<file path="config.mk">
export PLATFORM = sky130hd
export DESIGN_NAME = write_piso_595
export DESIGN_NICKNAME = d
export VERILOG_FILES = /design/src/rtl/piso_pkg.sv /design/src/rtl/piso_phase_timer.sv /design/src/rtl/write_piso_595.sv
export SDC_FILE = /design/constraint.sdc
export NUM_CORES = 1
export LEC_CHECK = 0
export ABC_AREA = 1
export CORE_ASPECT_RATIO = 1.1
export CORE_MARGIN = 4
export CORE_UTILIZATION = 44
export DETAILED_ROUTE_END_ITERATION = 12
export PLACE_DENSITY = 0.67
export SLEW_MARGIN = 10
export SYNTH_ARGS = -nofsm -noshare
export SYNTH_HDL_FRONTEND = slang
export SYNTH_SLANG_ARGS = --single-unit
</file>
<file path="constraint.sdc">
create_clock -name Clk_I -period 1.7 [get_ports Clk_I]
set_input_delay 0.425 -clock Clk_I [delete_from_list [all_inputs] [get_ports Clk_I]]
set_output_delay 0.425 -clock Clk_I [all_outputs]
set_load 0.01 [all_outputs]
</file>
<file path="src/rtl/piso_pkg.sv">
// ---------------------------------------------------------------------------
// piso_pkg
// Shared types and constants for the 74HC595 parallel-to-serial writer.
//   piso_state_e : frame sequencing states of the writer FSM
//   NBIT_DEF     : default word width / shift clocks per frame
//   HALF_PER_DEF : default system clocks per half period of SH_CP/ST_CP
//   frameLen()   : system clocks Ready_O stays low for one frame
// ---------------------------------------------------------------------------
package piso_pkg;

   typedef enum logic [2:0] {
      IDLE,
      SH_LO,
      SH_HI,
      LAT_HI,
      LAT_LO
   } piso_state_e;

   localparam int NBIT_DEF     = 8;
   localparam int HALF_PER_DEF = 2;

   // NBIT shift-clock periods plus one latch-clock period.
   function automatic int frameLen(input int nbit, input int halfPer);
      return 2 * halfPer * (nbit + 1);
   endfunction

endpackage

</file>
<file path="src/rtl/piso_phase_timer.sv">
// ---------------------------------------------------------------------------
// piso_phase_timer
// Down-counter that measures one half period of the generated clocks.
// Reloaded with HALF_PER-1 on every phase entry; PhaseEnd_O is high during
// the last system clock of the phase so the FSM advances on that edge.
//   Clk_I      : system clock
//   Rst_N_I    : asynchronous active-low reset
//   Load_I     : phase entry, reload the counter
//   PhaseEnd_O : last cycle of the current phase
// ---------------------------------------------------------------------------
module piso_phase_timer #(
   parameter int HALF_PER = 2
) (
   input  logic Clk_I,
   input  logic Rst_N_I,
   input  logic Load_I,
   output logic PhaseEnd_O
);

   localparam int CW = $clog2(HALF_PER + 1);
   localparam logic [CW-1:0] LOAD_VAL = CW'(HALF_PER - 1);

   logic [CW-1:0] count_q;
   logic [CW-1:0] count_d;

   // Reload wins over counting; the counter parks at zero rather than wrapping.
   always_comb begin
      count_d = count_q;
      if (Load_I) begin
         count_d = LOAD_VAL;
      end else if (count_q != '0) begin
         count_d = count_q - CW'(1);
      end
   end

   // Counter register.
   always_ff @(posedge Clk_I or negedge Rst_N_I) begin
      if (!Rst_N_I) begin
         count_q <= '0;
      end else begin
         count_q <= count_d;
      end
   end

   assign PhaseEnd_O = (count_q == '0);

endmodule

</file>
<file path="src/rtl/write_piso_595.sv">
// ---------------------------------------------------------------------------
// write_piso_595
// Writes a parallel word into an external 74HC595 chain: shifts the word out
// on Ser_O with a generated SH_CP_O, then pulses ST_CP_O and reports Done_O.
//   Clk_I    : system clock
//   Rst_N_I  : asynchronous active-low reset
//   Parl_I   : word to write, sampled on accept
//   Valid_I  : request; accepted when Ready_O is high
//   Ready_O  : idle, able to accept
//   Ser_O    : serial data to 595 DS
//   SH_CP_O  : shift clock, 595 samples on rising edge
//   ST_CP_O  : latch clock, rising edge transfers to 595 outputs
//   OE_N_O   : 595 output enable, released after the first complete frame
//   Done_O   : one-cycle pulse on return to IDLE
// ---------------------------------------------------------------------------
module write_piso_595
   import piso_pkg::*;
#(
   parameter int NBIT      = NBIT_DEF,
   parameter int HALF_PER  = HALF_PER_DEF,
   parameter bit LSB_FIRST = 1'b0
) (
   input  logic            Clk_I,
   input  logic            Rst_N_I,
   input  logic [NBIT-1:0] Parl_I,
   input  logic            Valid_I,
   output logic            Ready_O,
   output logic            Ser_O,
   output logic            SH_CP_O,
   output logic            ST_CP_O,
   output logic            OE_N_O,
   output logic            Done_O
);

   localparam int BCW = $clog2(NBIT + 1);
   localparam logic [BCW-1:0] BIT_LAST = BCW'(NBIT - 1);

   piso_state_e     state_q;
   logic [NBIT-1:0] shift_q;
   logic [NBIT-1:0] shift_d;
   logic [BCW-1:0]  bitCnt_q;
   logic            accept;
   logic            phaseEnd;
   logic            timerLoad;
   logic            firstBit;
   logic            nextBit;

   // Shift direction chosen at elaboration; the bit on Ser_O is always the
   // outgoing end of the shift register.
   always_comb begin
      shift_d  = LSB_FIRST ? (shift_q >> 1) : (shift_q << 1);
      firstBit = LSB_FIRST ? Parl_I[0] : Parl_I[NBIT-1];
      nextBit  = LSB_FIRST ? shift_d[0] : shift_d[NBIT-1];
   end

   assign accept = Valid_I & Ready_O;

   // Every state change starts a new half period, so the timer is reloaded
   // exactly when the FSM moves.
   assign timerLoad = (state_q == IDLE) ? accept : phaseEnd;

   piso_phase_timer #(
      .HALF_PER (HALF_PER)
   ) uPhaseTimer (
      .Clk_I      (Clk_I),
      .Rst_N_I    (Rst_N_I),
      .Load_I     (timerLoad),
      .PhaseEnd_O (phaseEnd)
   );

   // Frame FSM with registered outputs. Ser_O only moves on the falling
   // SH_CP_O edge (or in IDLE), keeping setup and hold around each rise.
   always_ff @(posedge Clk_I or negedge Rst_N_I) begin
      if (!Rst_N_I) begin
         state_q  <= IDLE;
         shift_q  <= '0;
         bitCnt_q <= '0;
         Ready_O  <= 1'b1;
         Ser_O    <= 1'b0;
         SH_CP_O  <= 1'b0;
         ST_CP_O  <= 1'b0;
         OE_N_O   <= 1'b1;
         Done_O   <= 1'b0;
      end else begin
         Done_O <= 1'b0;
         unique case (state_q)
            IDLE: begin
               if (accept) begin
                  shift_q  <= Parl_I;
                  bitCnt_q <= BIT_LAST;
                  Ser_O    <= firstBit;
                  Ready_O  <= 1'b0;
                  state_q  <= SH_LO;
               end
            end
            SH_LO: begin
               if (phaseEnd) begin
                  SH_CP_O <= 1'b1;
                  state_q <= SH_HI;
               end
            end
            SH_HI: begin
               if (phaseEnd) begin
                  SH_CP_O <= 1'b0;
                  if (bitCnt_q == '0) begin
                     ST_CP_O <= 1'b1;
                     state_q <= LAT_HI;
                  end else begin
                     shift_q  <= shift_d;
                     Ser_O    <= nextBit;
                     bitCnt_q <= bitCnt_q - BCW'(1);
                     state_q  <= SH_LO;
                  end
               end
            end
            LAT_HI: begin
               if (phaseEnd) begin
                  ST_CP_O <= 1'b0;
                  state_q <= LAT_LO;
               end
            end
            LAT_LO: begin
               if (phaseEnd) begin
                  Ready_O <= 1'b1;
                  Done_O  <= 1'b1;
                  OE_N_O  <= 1'b0;
                  Ser_O   <= 1'b0;
                  state_q <= IDLE;
               end
            end
            default: begin
               state_q <= IDLE;
            end
         endcase
      end
   end

endmodule
</file>
-- After elaboration in Yosys (flattened, before gate mapping)
Cells that the tools add are included.
- output and inout bits: 6
- word-level logic and storage cells: 73
- bits of input ports: 11
- register bits after elaboration: 22
- bitwise operators: 1
- $add $sub $neg: 2
- reductions and logical operators: 17
- multiplexer cells: 32
- equal/unequal tests: 11
- operator list (cell ; number):
    $mux W7 ; 3
    $mux W3 ; 5
    $pmux W3 S5 ; 1
    $ne A2 B2 Y1 const B ; 7
    $pmux W7 S2 ; 1
    $mux W4 ; 3
    $reduce_bool A2 Y1 ; 6
    $mux W1 ; 11
    $reduce_and A5 Y1 ; 2
    $pmux W4 S2 ; 1
    $reduce_and A4 Y1 ; 2
    $eq A3 B2 Y1 const B ; 2
    $mux W2 ; 3
    $pmux W1 S2 ; 3
    $reduce_and A3 Y1 ; 2
    $logic_not A4 Y1 ; 1
    $sub A4 B1 Y4 const B ; 1
    $eq A3 B1 Y1 const B ; 1
    $eq A3 B3 Y1 const B ; 1
    $logic_not A3 Y1 ; 1
    $pmux W1 S3 ; 1
    $reduce_bool A3 Y1 ; 1
    $logic_not A2 Y1 ; 1
    $reduce_and A2 Y1 ; 1
    other kinds (2) ; 2

-- Longest topological paths before layout
Gate-level depths: netlist of run 1.
- word-level depth: 4
- mapped depth: 9

-- By module
Synthesis of run 1 repeated with hierarchy kept, for this count alone.
- cells, all modules: 161
- area total of the unflattened synthesis: 1176.1 sq um
- by module, submodules not included (module ; sequential area each (sq um) ; area an instance (sq um) ; cells each ; instances):
    write_piso_595 ; 503.0 ; 1068.5 ; 147 ; 1
    piso_phase_timer ; 50.0 ; 107.6 ; 14 ; 1

-- Worst setup path after synthesis of run 1
Ideal clock, no wire load.
- path kind: flip-flop to flip-flop
- start point: register uPhaseTimer.count_q[0]
- end point: register bitCnt_q[0]
- path slack: 0.317 ns
- arrival time: 1.265 ns
- data required time: 1.581 ns
- period minus slack after synthesis: 1.383 ns
- path buffers: 1
- cell stages (with the launch flop): 10
- cells stage by stage: dfrtp_1 -> inv_1 -> ha_1 -> inv_1 -> nand3_2 -> nand2_2 -> nor2_4 -> buf_6 -> o21ai_1 -> nand2_1
- word-level cells in the longest chain between the ends: 3
- ends and longest elaborated chain (item ; RTL line ; RTL):
    from (decl) ; piso_phase_timer.sv:23 ; logic [CW-1:0] count_q;
    from (signal assigned) ; piso_phase_timer.sv:41 ; count_q <= count_d;
    $logic_not A2 Y1 ; piso_phase_timer.sv:45 ; assign PhaseEnd_O = (count_q == '0);
    $ne A2 B2 Y1 (no source line) ; n/a ;
    $reduce_and A4 Y1 (no source line) ; n/a ;
    to (signal assigned) ; write_piso_595.sv:111 ; bitCnt_q <= bitCnt_q - BCW'(1);
    to (decl) ; write_piso_595.sv:41 ; logic [BCW-1:0] bitCnt_q;
Every way passes these cells.
A chain may end at the register's enable or synchronous reset.

-- Final worst setup path of run 1
- start point: register SH_CP_O
- end point: output port SH_CP_O
- RTL lines (item ; RTL line ; RTL):
    from (decl) ; write_piso_595.sv:29 ; output logic SH_CP_O,
    from (signal assigned) ; write_piso_595.sv:80 ; SH_CP_O <= 1'b0;
    from (signal assigned) ; write_piso_595.sv:98 ; SH_CP_O <= 1'b1;
    from (signal assigned) ; write_piso_595.sv:104 ; SH_CP_O <= 1'b0;
No word-level cell between the ends.

==> impl_metrics.py, run 1 <==
metrics = {
    "outcome": {
        "status": "finished clean",
    },
    "placed_design": {
        "place_congestion": 0.748,
        "hpwl_um": 1780,
        "portBuffers": 16,
    },
    "clocking": {
        "numCtsBuffers": 3,
        "clock_sinks": 22,
        "root_buffer": "clkbuf_4",
        "clk_pin_slew_ns": 0.12,
        "cts_setup_buffers": 0,
        "htree_levels": 1,
        "clockBufferDepth": 2,
        "cts_tree": "done",
        "clk_latency_ns": 0.31,
    },
    "power_and_ir_drop": {
        "powerDensity_mw_per_mm2": 1800,
        "cellLeakagePower_nw": 0.754,
        "power_switching_share_pct": 44.8,
        "p_comb_share_pct": 55.8,
        "clock_power_share_pct": 9.6,
        "peakVddDrop_v": 0.000891,
        "switchingPower_mw": 1.16,
        "intPower_mw": 1.43,
        "seq_power_share_pct": 34.6,
    },
    "setup_path": {
        "cp_cell_sequence": "clkdlybuf4s50_1",
        "critPathLaunch": "SH_CP_O",
        "cp_top_family": "buffers and inverters",
        "cp.buffers_inverters": 1,
        "r2r-start": "uPhaseTimer.count_q[0]",
        "slowest_delay_ns": 0.54,
        "crit_arrival_ns": 1.21,
        "critical_path_class": "reg -> out",
        "path_max_fanout": 2,
        "slowest_stage": "clkdlybuf4s50_1",
        "critPathCaptureType": "primary output",
        "startpoint_type": "flip-flop",
        "worstPathRequired_ns": 1.27,
    },
    "floorplan": {
        "die-area_sq_mm": 0.00362,
        "rows": 19,
        "ios": 17,
        "die_x_um": 57.7,
        "core_sq_mm": 0.00254,
        "die_h_um": 62.7,
        "start_util_pct": 47.0,
    },
    "layout": {
        "n_antenna_cell": 0,
        "layout-drive-gt1-share_pct": 9.39,
        "final.fill_count": 240,
        "utilization_pct": 56.6,
        "multiInputGateArea_sq_um": 551,
        "area_delta_synth_final_pct": 20.4,
        "fin_nets": 196,
        "seqCellArea_sq_um": 553,
    },
    "routing": {
        "drcViolationCount": 0,
        "drt_iter0_markers": 36,
        "drt-total-wl_um": 2380,
        "post_drt_via_cell_ratio": 4.96,
        "avgRoutedWirePerCell_um": 11.2,
        "drtPass1Iterations": 4,
        "antenna_left": 0,
        "via_count": 1052,
    },
    "yosys": {
        "synth.distinct_cells": 21,
        "synth_adder_area_share_pct": 3.14,
        "yosys.area.top_type": "dfrtp_1",
        "netlist_area_sq_mm": 0.00120,
        "synth_cells": 160,
        "synth_xor_area_share_pct": 0.732,
        "synthMostInstantiatedCell": "nand2_1",
        "synth_top_area_share_pct": 41.8,
        "syn_avg_cell_area_sq_um": 7.48,
        "yosys.area_share.simple_pct": 35.7,
        "synth_top_family_by_area": "simple AND/OR/NAND/NOR gates",
        "ys_seq_area_share_pct": 46.2,
        "ys_warn_count": 0,
        "synthTopCellsByCount": "nand2_1, dfrtp_1, inv_1",
        "ys_async_sr_fraction_pct": 100,
        "muxShareOfSynthArea_pct": 0,
        "ys_ff_latch": 22,
        "synth_ff_type": "dfrtp_1",
        "synth_compound_area_share_pct": 6.49,
        "synthTopCellsByArea": "dfrtp_1, nand2_1, inv_1",
        "syn_nets": 174,
        "synth_edf_count": 0,
    },
    "timing": {
        "finalHoldViolations": 0,
        "relSlewSlack_pct": 80.7,
        "worstMarginPinSlew_ns": 0.289,
        "timing.fmax_ghz": 0.610,
        "holdWs_ns": 0.448,
        "finClkSkew_ns": 0.00315,
        "rsz0062_at_grt": "false",
        "setup_violations": 0,
        "finalCriticalPeriod_ns": 1.64,
        "setup_tns_ns": 0,
        "finalMaxSlewViolations": 0,
        "fin_crit_sh_pct": 96.4,
    },
    "grt": {
        "grt_pass1_vias": 1026,
        "grt_max_degree": 23,
        "grt_use_total_pct": 15.1,
        "grt-ovfl-total": 0,
        "grt_pass1_wl_um": 4250,
        "antenna_found_initial": 0,
    },
    "flow_run": {
        "maxCapViolations": 0,
    },
    "worst_hold_path": {
        "hold_path.class": "in -> async",
    },
}
==> stage by stage <==
step	instances	power (mW)	instance area [sq um]	worst slack [ns]
floorplan	160	1.94	1200	0.317
global placement	208	2.32	1420	0.0703
detailed placement	208	2.36	1420	0.0158
CTS	212	2.62	1440	0.0388
global route	212	2.88	1440	0.00696
finish	212	2.59	1440	0.0617
==> layer usage <==
| layer | vias to the layer above | wire, um | GRT usage, % | share of wire (%) |
|---|---|---|---|---|
| met2 | 17 | 1160 | 24.9 | 49 |
| met4 | 0 | 53 | 7.83 | 2.2 |
| met5 | - | 0 | 0 | 0 |
| li1 | 538 | - | - | - |
| met3 | 4 | 107 | 2.89 | 4.5 |
| met1 | 493 | 1060 | 18.1 | 45 |
==> layout make-up <==
class | count | share of cell area (%)
flip-flops and latches | 22 | 38.4
multi-input cells | 116 | 38.2
repair buffers | 20 | 13.9
inverters | 19 | 4.95
well taps | 31 | 2.69
clock buffers | 4 | 1.82
==> flip-flops by register name, indices dropped and copies added, names as in the netlist <==
signal,count
Done_O,1
OE_N_O,1
Ready_O,1
SH_CP_O,1
ST_CP_O,1
Ser_O,1
bitCnt_q,4
shift_q,7
state_q,3
uPhaseTimer.count_q,2
==> power by group through the flow <==
stage          sequential [mW]  combinational (mW)  clock, mW
6_report                 0.897                1.45      0.250
2_1_floorplan            0.876                1.07          0
3_5_place_dp             0.905                1.46          0
5_1_grt                  0.932                1.66      0.288
3_3_place_gp             0.903                1.42          0
4_1_cts                  0.897                1.46      0.263
==> timing repair <==
action	in CTS	in global routing
setup endpoints to repair	2	2
hold buffers	0	0
resized for setup	2	1
pin swaps	0	0
==> cells by family after synthesis <==
| family | count (synthesis) |
|---|---|
| adder cells (fa/ha/maj) | 3 |
| XOR/XNOR | 1 |
| AO/OA/AOI/OAI | 15 |
| flip-flops | 22 |
| buffers and inverters | 22 |
| AND/OR/NAND/NOR | 97 |
==> worst paths after layout <==
kind	end	slack [ns]	cells after the start
max reg2reg	shift_q[1]	0.20	9
max	SH_CP_O	0.06	1
max in group asynchronous	OE_N_O	0.97	2
min reg2reg	OE_N_O	0.46	2
min in group Clk_I	OE_N_O	0.46	2
min	state_q[2]	0.45	2
==> layout by cell type (no fill, tap or decap), types with 3 or more instances in the layout <==
cell / count
ha_1: 3
a21oi_1: 4
nor2_1: 15
dfrtp_1: 20
buf_4: 3
nand2_1: 62
inv_1: 18
clkbuf_4: 3
nand3_1: 10
o21ai_0: 8
clkdlybuf4s50_1: 14
Power figures use the tool's default switching activity.
==> run 2: changes to the inputs <==
--- a/config.mk
+++ b/config.mk
@@ -6,12 +6,15 @@
 export NUM_CORES = 1
 export LEC_CHECK = 0
 export ABC_AREA = 1
+export CAP_MARGIN = 20
 export CORE_ASPECT_RATIO = 1.1
 export CORE_MARGIN = 4
 export CORE_UTILIZATION = 44
 export DETAILED_ROUTE_END_ITERATION = 12
+export MAX_ROUTING_LAYER = met4
 export PLACE_DENSITY = 0.67
 export SLEW_MARGIN = 10
 export SYNTH_ARGS = -nofsm -noshare
 export SYNTH_HDL_FRONTEND = slang
 export SYNTH_SLANG_ARGS = --single-unit
+export TNS_END_PERCENT = 20
==> results of run 2 <==
Final layout, timing and power as in run 1 (identical DEF).
Main changes from that run: final weighted congestion in routability-driven placement 0.748 -> 0.758; overall routing resource usage 15.1% -> 15.5%
==> run 3: changes to the inputs <==
--- a/config.mk
+++ b/config.mk
@@ -8,7 +8,6 @@
 export ABC_AREA = 1
 export CAP_MARGIN = 20
 export CORE_ASPECT_RATIO = 1.1
-export CORE_MARGIN = 4
 export CORE_UTILIZATION = 44
 export DETAILED_ROUTE_END_ITERATION = 12
 export MAX_ROUTING_LAYER = met4
==> run 3 against run 2 <==
  * Fmax increased by 0.15%
  * Global-route usage increased by 3.9 points
  * Setup slack improved by 0.0024 ns
  * Via count decreased by 0.67%
  * Clock power increased by 17%
  * Flip-flop and latch count unchanged
  * Sequential power about the same
  * Wire length decreased by 0.76%
  * Largest cell class unchanged
  * Die area decreased by 19%
  * Count of clock-buffer cells in the layout unchanged
==> impl_metrics.py, run 3 (synthesis results as in run 1) <==
metrics = {
    "worst_hold_path": {
        "hold_path.class": "in -> async",
    },
    "power_and_ir_drop": {
        "peakVddDrop_v": 0.000838,
        "cellLeakagePower_nw": 0.779,
        "p_total_mw": 2.61,
        "powerDensity_mw_per_mm2": 1800,
    },
    "grt": {
        "grt_max_degree": 23,
        "antenna_found_initial": 0,
        "grt_pass1_vias": 977,
        "grt_use_total_pct": 19.4,
        "grt_pass1_wl_um": 4100,
        "grt-ovfl-total": 0,
    },
    "timing": {
        "setup_slack_ns": 0.0641,
        "finalHoldViolations": 0,
        "setup_tns_ns": 0,
        "finClkSkew_ns": 0.00200,
        "worstMarginPinSlew_ns": 0.282,
        "timing.fmax_ghz": 0.611,
        "setup_violations": 0,
        "fin_crit_sh_pct": 96.2,
        "rsz0062_at_grt": "false",
        "finalCriticalPeriod_ns": 1.64,
        "relSlewSlack_pct": 81.2,
        "finalMaxSlewViolations": 0,
    },
    "clocking": {
        "cts_tree": "done",
        "clk_latency_ns": 0.30,
        "holdBufCountCts": 0,
        "root_buffer": "clkbuf_4",
        "cts_setup_buffers": 0,
        "clk_pin_slew_ns": 0.12,
        "htree_levels": 1,
        "numCtsBuffers": 3,
        "clockBufferDepth": 2,
        "clock_sinks": 22,
    },
    "layout": {
        "n_antenna_cell": 0,
        "mostFrequentLayoutCells": "nand2_1, dfrtp_1, inv_1",
        "top_register": "shift_q",
        "top_regs": "shift_q x7, bitCnt_q x4, state_q x3",
        "final_common_cell": "nand2_1",
        "area_delta_synth_final_pct": 21.0,
        "largest_reg_flops": 7,
        "layout-drive-gt1-share_pct": 9.89,
        "fin_nets": 197,
    },
    "routing": {
        "drt_iter0_markers": 28,
        "drtPass1Iterations": 4,
        "avgRoutedWirePerCell_um": 11.1,
        "post_drt_via_cell_ratio": 4.91,
        "via_count": 1045,
        "drcViolationCount": 0,
        "drt-total-wl_um": 2360,
        "antenna_left": 0,
    },
    "setup_path": {
        "cp_cell_sequence": "clkdlybuf4s50_1",
        "cp_top_family": "buffers and inverters",
        "critical_path_class": "reg -> out",
        "slowest_delay_ns": 0.53,
        "startpoint_type": "flip-flop",
        "r2r-end": "shift_q[5]",
        "crit_arrival_ns": 1.21,
        "r2r-start": "uPhaseTimer.count_q[0]",
        "critPathCaptureType": "primary output",
        "slowest_stage": "clkdlybuf4s50_1",
        "crit_cells": 1,
        "reg2reg_depth": 9,
        "rrSetupSlack_ns": 0.16,
        "critPathCapture": "Ser_O",
        "critPathLaunch": "Ser_O",
        "worstPathRequired_ns": 1.27,
        "path_max_fanout": 2,
        "cp.buffers_inverters": 1,
    },
    "flow_run": {
        "maxCapViolations": 0,
    },
    "floorplan": {
        "die_h_um": 56.7,
        "rows": 19,
        "die_x_um": 51.7,
        "ios": 17,
        "start_util_pct": 47.0,
        "die-area_sq_mm": 0.00293,
        "core_sq_mm": 0.00254,
    },
    "placed_design": {
        "place_ws_ns": 0.0262,
        "hpwl_um": 1780,
        "place_congestion": 0.806,
        "portBuffers": 16,
    },
    "outcome": {
        "status": "finished clean",
    },
}
-- run 3: changes by cell type in the layout (fill, tap and decap cells not counted), sizes merged --
cell	change
dlymetal6s2s	+1
buf	+1
clkdlybuf4s50	-1
-- run 3: power by group --
part	switching [mW]	internal, mW
clock network	0.161	0.131
registers	0.148	0.748
logic	0.855	0.563
-- run 3: metrics by stage --
stage	hold WS, ns	cell area (sq um)	cells	utilization, %
floorplan	0.129	1200	160	-
global placement	0.440	1410	209	55.5
detailed placement	0.444	1410	209	55.5
CTS	0.459	1450	213	56.8
global route	0.473	1450	213	56.9
finish	0.451	1450	213	56.9
-- run 3: layer usage --
layer / vias up / global-route usage (%) / part of all wire, %
met4: 0 / 6.95 / 0.81
met5: - / - / 0
met3: 2 / 2.44 / 2.7
met1: 485 / 24.9 / 47
li1: 541 / - / -
met2: 17 / 31.0 / 50
-- run 3: worst min path at each step --
stage          startpoint                endpoint  slack [ns]  depth (start not counted)
2_1_floorplan     Rst_N_I                  Done_O        0.13                          0
3_3_place_gp       OE_N_O                  OE_N_O        0.44                          2
3_5_place_dp       OE_N_O                  OE_N_O        0.44                          2
4_1_cts           Rst_N_I              state_q[2]        0.46                          2
5_1_grt           Rst_N_I  uPhaseTimer.count_q[1]        0.47                          2
6_report          Rst_N_I              state_q[2]        0.45                          2
-- run 3: what timing repair did --
| item | 4_1_cts | 5_1_grt |
|---|---|---|
| setup endpoints to repair | 2 | 1 |
| gates resized for setup | 2 | 1 |
| gates cloned | 0 | 0 |
-- run 3: cell type report --
type	count	area [sq um]
clock buffer	4	36.3
fill	234	1100
inverter	19	71.3
multi-input combinational	116	551
sequential	22	553
tap	31	38.8
timing repair buffer	21	198
